## src/rtl/multi_phase_controller.sv

```systemverilog
// Day-cycle sequencer: per phase read light over SPI, show it, take a run time
// over UART, then drive motor/heater for that many seconds.
module multi_phase_controller #(
    parameter int unsigned ONE_SECOND      = 50_000_000,
    parameter int unsigned NUM_PHASES      = 2,
    parameter logic [7:0]  DEFAULT_RUN_SEC = 8'd10,
    parameter logic [7:0]  LIGHT_THRESH    = 8'h80
) (
    input  logic                  clk,
    input  logic                  n_rst,
    input  logic                  bt_start,
    input  logic                  bt_setting,
    input  logic                  bt_abort,
    input  logic [7:0]            rx_data,
    input  logic                  rx_done,
    input  logic [7:0]            led_data,
    input  logic                  spi_done,
    output logic                  spi_req,
    output logic                  motor_signal,
    output logic                  heat_signal,
    output logic [7:0]            led_out,
    output logic [7:0]            remain_sec,
    output logic [NUM_PHASES-1:0] phase_active,
    output logic                  Day_done
);

    localparam int unsigned TW = (ONE_SECOND > 1) ? $clog2(ONE_SECOND) : 1;
    localparam int unsigned PW = (NUM_PHASES > 1) ? $clog2(NUM_PHASES) : 1;
    localparam logic [TW-1:0] TICK_LAST  = TW'(ONE_SECOND - 1);
    localparam logic [PW-1:0] PHASE_LAST = PW'(NUM_PHASES - 1);

    typedef enum logic [2:0] {
        S_IDLE,
        S_LIGHT_READ,
        S_DISPLAY,
        S_SETTING,
        S_RUNNING,
        S_DONE
    } state_e;

    state_e          state_q, state_d;
    logic [PW-1:0]   phase_q, phase_d;
    logic [7:0]      run_sec_q, run_sec_d;
    logic [7:0]      remain_q, remain_d;
    logic [TW-1:0]   tick_q, tick_d;
    logic [7:0]      led_q, led_d;
    logic            start_prev_q, setting_prev_q, abort_prev_q;
    logic            spi_req_q, motor_q, heat_q, done_q;
    logic [NUM_PHASES-1:0] active_q, active_d;

    logic            start_e, setting_e, abort_e;
    logic [7:0]      rx_sec;
    logic            in_phase;

    assign start_e   = bt_start & ~start_prev_q;
    assign setting_e = bt_setting & ~setting_prev_q;
    assign abort_e   = bt_abort & ~abort_prev_q;
    assign rx_sec    = (rx_data == 8'd0) ? DEFAULT_RUN_SEC : rx_data;

    always_comb begin
        state_d   = state_q;
        phase_d   = phase_q;
        run_sec_d = run_sec_q;
        remain_d  = remain_q;
        tick_d    = tick_q;
        led_d     = led_q;
        // Abort outranks every other event; light and run time survive it.
        if (abort_e && state_q != S_IDLE) begin
            state_d  = S_IDLE;
            phase_d  = '0;
            remain_d = 8'd0;
            tick_d   = '0;
        end else begin
            unique case (state_q)
                S_IDLE: begin
                    if (start_e) begin
                        state_d = S_LIGHT_READ;
                        phase_d = '0;
                    end
                end
                S_LIGHT_READ: begin
                    if (spi_done) begin
                        led_d   = led_data;
                        state_d = S_DISPLAY;
                    end
                end
                S_DISPLAY: state_d = S_SETTING;
                S_SETTING: begin
                    if (rx_done) run_sec_d = rx_sec;
                    if (setting_e) begin
                        state_d  = S_RUNNING;
                        remain_d = rx_done ? rx_sec : run_sec_q;
                        tick_d   = '0;
                    end
                end
                S_RUNNING: begin
                    if (tick_q == TICK_LAST) begin
                        tick_d = '0;
                        if (remain_q != 8'd0) remain_d = remain_q - 8'd1;
                        if (remain_q <= 8'd1) begin
                            if (phase_q == PHASE_LAST) begin
                                state_d = S_DONE;
                            end else begin
                                state_d = S_LIGHT_READ;
                                phase_d = phase_q + 1'b1;
                            end
                        end
                    end else begin
                        tick_d = tick_q + 1'b1;
                    end
                end
                S_DONE: begin
                    if (start_e) begin
                        state_d = S_LIGHT_READ;
                        phase_d = '0;
                    end
                end
                default: state_d = S_IDLE;
            endcase
        end
    end

    assign in_phase = (state_d == S_LIGHT_READ) || (state_d == S_DISPLAY) ||
                      (state_d == S_SETTING) || (state_d == S_RUNNING);

    always_comb begin
        active_d = '0;
        if (in_phase) active_d = NUM_PHASES'(1) << phase_d;
    end

    always_ff @(posedge clk or negedge n_rst) begin
        if (!n_rst) begin
            state_q        <= S_IDLE;
            phase_q        <= '0;
            run_sec_q      <= DEFAULT_RUN_SEC;
            remain_q       <= 8'd0;
            tick_q         <= '0;
            led_q          <= 8'd0;
            start_prev_q   <= 1'b0;
            setting_prev_q <= 1'b0;
            abort_prev_q   <= 1'b0;
            spi_req_q      <= 1'b0;
            motor_q        <= 1'b0;
            heat_q         <= 1'b0;
            done_q         <= 1'b0;
            active_q       <= '0;
        end else begin
            state_q        <= state_d;
            phase_q        <= phase_d;
            run_sec_q      <= run_sec_d;
            remain_q       <= remain_d;
            tick_q         <= tick_d;
            led_q          <= led_d;
            start_prev_q   <= bt_start;
            setting_prev_q <= bt_setting;
            abort_prev_q   <= bt_abort;
            spi_req_q      <= (state_d == S_LIGHT_READ);
            motor_q        <= (state_d == S_RUNNING);
            heat_q         <= (state_d == S_RUNNING) && (led_d < LIGHT_THRESH);
            done_q         <= (state_d == S_DONE);
            active_q       <= active_d;
        end
    end

    assign spi_req      = spi_req_q;
    assign motor_signal = motor_q;
    assign heat_signal  = heat_q;
    assign led_out      = led_q;
    assign remain_sec   = remain_q;
    assign phase_active = active_q;
    assign Day_done     = done_q;

endmodule

```

## config.mk

```make
export PLATFORM = sky130hd
export DESIGN_NAME = multi_phase_controller
export DESIGN_NICKNAME = d
export VERILOG_FILES = /design/src/rtl/multi_phase_controller.sv
export SDC_FILE = /design/constraint.sdc
export NUM_CORES = 1
export LEC_CHECK = 0
export CORE_MARGIN = 2
export CORE_UTILIZATION = 55
export DETAILED_ROUTE_END_ITERATION = 16
export PLACE_DENSITY_LB_ADDON = 0.05
export SLEW_MARGIN = 10
export SYNTH_ARGS = -nofsm -noshare
export SYNTH_HDL_FRONTEND = slang
export SYNTH_SLANG_ARGS = --single-unit
```

## constraint.sdc

```tcl
create_clock -name clk -period 2.9 [get_ports clk]
set_clock_uncertainty 0.1 [all_clocks]
set_input_delay 0.29 -clock clk [delete_from_list [all_inputs] [get_ports clk]]
set_output_delay 0.29 -clock clk [all_outputs]
set_load 0.1 [all_outputs]
```

==> summary by stage, run 1 <==
Final layout
The layout has 472 filler cells. The area growth from synthesis to final layout is 22.58%. 0 antenna diodes ended up in the layout. The sequential cells in the finished layout cover a total of 0.001579 mm².

The fraction of final layout cells with drive strength greater than 1 is 0.1727. The final net count is 438. The footprint of the multi-input gates is 0.001632 mm².

Drt
The count of vias placed by the detailed router is 2964. The routed wire length on met3 is 325 µm. The wire length the detailed router placed on met1 is 3670 µm.

In the routed layout, each cell is associated on average with a via count of 6.024. The first detailed-routing pass took 5 iterations. The routed length on met2 is 3629 µm. For this block, the initial DRC count from the detailed router was 208. The sum of routed wire length over all layers is 7770 µm.

For this run, design rule violations remaining after detail routing come to 0. The wire length per cell is 15.79 µm. The uppermost layer routed is met4. The detail route stage leaves a number of antenna-violating nets equal to 0.

CTS
The clock insertion delay at the later pin of the skew report is 0.36 ns. The number of buffers added for setup after CTS is 0. TritonCTS built the clock tree.

The tree is rooted in a clkbuf_8. The number of hold buffers added after CTS was 1. After clock tree synthesis, the repair step resized 0 gates. The number of sinks driven by the clock tree is 63. After clock tree synthesis, the clock-pin slew on the worst setup and hold paths is 0.08 ns. Counting along the longest clock path gives a buffer depth of 2. The H-tree depth reported by CTS is 3. The TritonCTS buffer count is 9.

Floorplan
The total core area is 0.005886 mm². The total die area is 0.006661 mm². The initial core utilization is 0.5629. The site row count is 28. For this design the top-level I/O count stands at 45.

The die outline width is 81.62 µm. From bottom edge to top edge, the die measures 81.62 µm.

Synth
By area the synthesized netlist is led by dfrtp_1 46%, o21ai_0 8.2%, nand2_1 5.2%. The synthesized design contains 0 enable-type register cells. The cell taking the most area after synthesis is dfrtp_1. In the synthesized netlist, the cells that appear most often are 61 x dfrtp_1, 54 x o21ai_0, 46 x nand2_1.

The cell count after synthesis is 360. The number of flip-flops and latches in the synthesized netlist is 63. The fraction of registers with async set or reset after synthesis is 1.000. Yosys printed 0 warnings. The most instantiated library cell after synthesis is dfrtp_1. The dominant combinational cell family by area after synthesis is simple AND/OR/NAND/NOR gates. The parity-gate share of the synthesized area counting xor and xnor cells is 0. Of the total synthesized cell area, the portion taken by AND, OR, NAND and NOR gates is 0.2164. The share of synthesized area spent on multiplexers is 0.06231.

The total standard cell area after synthesis is 0.003313 mm². The number of different library cells in the post-synthesis netlist is 50. The fraction of the mapped netlist area in compound gates came to 0.2024. The share of synthesized area in the top cell type comes to 0.4607. Of the total synthesized cell area, the portion taken by full adders, half adders and majority gates is 0.01133. For this run, the leading register cell type out of synthesis is dfrtp_1.

The post-synthesis sequential area ratio is 0.4766. Averaged over all synthesized cells, the footprint is 9.203 µm². The number of nets produced by synthesis is 386.

Setup path
The startpoint identified for the worst register-to-register timing path is tick_q[16]$_DFFE_PN0P_. The data arrival time at the worst-slack endpoint is 2.83 ns. The critical path starts at tick_q[16]$_DFFE_PN0P_. The worst setup path is captured at a flop. The kind of critical path is reg2reg. The maximum fanout count along the critical path is 7. STA classifies the critical path startpoint as a flop. The critical path data required time is 3.04 ns. The internal reg-to-reg setup slack is 0.21 ns.

Timing
The number of failing hold endpoints at the final stage is 0. The post-route fraction of the period consumed by the critical path is 0.9276. Setup total negative slack on the finished layout was measured at 0 ns. The count of final max-slew check failures is 0. Static timing analysis puts the maximum clock frequency at 0.3717 GHz. Setup repair after global routing left no endpoint under its margin. Measured against its own limit, the worst slew margin works out to 0.5206. Setup violations remaining at the end of the flow were counted as 0. The post-route minimum period is 2.690 ns.

At the pin with the least slew margin, the transition time is 0.7191 ns.

Power
The leakage power is 1.748 nW. The design draws 4.068 mW. VDD sags by at most 0.8285 mV. The power density over the cells is 1002 mW/mm².

Place
In this run the tool buffered the top-level ports with 44 buffer cells. The HPWL after detailed placement is 5482 µm. At the end of routability-driven placement, the weighted congestion stood at 0.8821.

Min path
The worst hold-check path type is in2reg. The launch point of the worst hold path is bt_start.

Global route
In the global route stage, overall resource usage came out at 0.2588. The first global-routing pass estimated 13180 µm of wire. Entering global routing, the biggest net connects 34 pins. The remaining global-route overflow is 0. The initial antenna violation count is 0.

The via count of the first global-routing pass is 2844.

Outcome
The flow ran to the end, and the final reports show no timing, DRC or antenna violations.

Flow run
The tool flagged a number of max-cap violations equal to 0.
power breakdown:
| part | total, mW | switching, mW | internal, mW |
|---|---|---|---|
| sequential | 1.28 | 0.189 | 1.09 |
| combinational | 1.91 | 1.40 | 0.506 |
| clock | 0.884 | 0.373 | 0.511 |
| total | 4.07 | 1.96 | 2.11 |
layer usage:
metal | vias to the layer above | global-route usage
met5 | - | 0
met4 | 0 | 0.1117
met3 | 13 | 0.04725
met2 | 73 | 0.3992
met1 | 1442 | 0.3599
li1 | 1436 | -
final cells by class:
class | instances | area share
Multi-Input combinational cell | 271 | 0.4017
Sequential cell | 63 | 0.3888
Timing Repair Buffer | 56 | 0.1195
Clock buffer | 10 | 0.03389
Tap cell | 75 | 0.02311
Clock inverter | 6 | 0.02280
Inverter | 11 | 0.01017
worst max-delay path: stages (launching register included):
cell and delay, ns:
dfrtp_1 0.44, or4_4 0.57, nor4_4 0.38, and2_1 0.28
nand4_2 0.12, or4_1 0.42, a32o_1 0.27
state kept, by name, indices dropped and copies added (netlist names):
name            flops
tick_q             26
led_out             8
remain_sec          8
run_sec_q           8
state_q             3
phase_active        2
Day_done            1
abort_prev_q        1
heat_signal         1
motor_signal        1
phase_q             1
setting_prev_q      1
spi_req             1
start_prev_q        1
placed cells by master (no fill, tap or decap), types with 3 or more instances in the layout:
cell type,synthesis,layout
o32ai_1,3,3
nand2b_1,4,4
o31ai_1,7,7
nand2_1,46,46
clkdlybuf4s50_1,0,21
nor2_1,22,22
mux2i_1,6,6
a31oi_1,14,14
o22ai_1,3,3
o21ai_0,54,54
buf_4,1,32
nand4_1,10,10
inv_1,11,11
nand3_1,14,14
ha_1,3,3
a22o_1,3,3
nor2b_1,7,7
and3_1,8,8
nor4_1,7,7
a21oi_1,12,12
clkbuf_8,0,10
dfrtp_1,61,61
mux2_2,13,13
nor3_1,3,3
metrics by stage:
step	utilization	hold slack [ns]	cells	setup slack, ns	cell area, µm²
2_1_floorplan	-	-0.1056	360	0.3101	3313
5_1_grt	0.6901	0.2872	492	0.06252	4061
4_1_cts	0.6901	0.2973	492	0.1839	4061
3_5_place_dp	0.6492	0.2942	475	0.2049	3821
6_report	0.6901	0.3012	492	0.2099	4061
3_3_place_gp	0.6492	0.2819	475	0.2726	3821
path summary, 6_finish.rpt:
check | end | cells after the start
min in group asynchronous | led_out[5]$_DFFE_PN0P_ | 2
setup / recovery | remain_sec[6]$_DFFE_PN0P_ | 6
setup reg to reg | remain_sec[6]$_DFFE_PN0P_ | 6
hold / removal | start_prev_q$_DFF_PN0_ | 1
max in group asynchronous | tick_q[15]$_DFFE_PN0P_ | 3
hold reg to reg | tick_q[6]$_DFFE_PN0P_ | 1
cell families after synthesis:
kind of cell,after synthesis
adders and majority gates,3
DFF,63
muxes,19
buffers and inverters,26
and+or+nand+nor,138
AOI/OAI and AO/OA,111
No activity file was read; power rests on OpenSTA's default activity.
==> inputs of run 2 (changes only) <==
--- a/config.mk
+++ b/config.mk
@@ -9,7 +9,6 @@
 export CORE_UTILIZATION = 55
 export DETAILED_ROUTE_END_ITERATION = 16
 export PLACE_DENSITY_LB_ADDON = 0.05
-export SLEW_MARGIN = 10
 export SYNTH_ARGS = -nofsm -noshare
 export SYNTH_HDL_FRONTEND = slang
 export SYNTH_SLANG_ARGS = --single-unit
==> results of run 2 <==
Same layout as run 1: the final DEF is identical, and so are final timing and power.
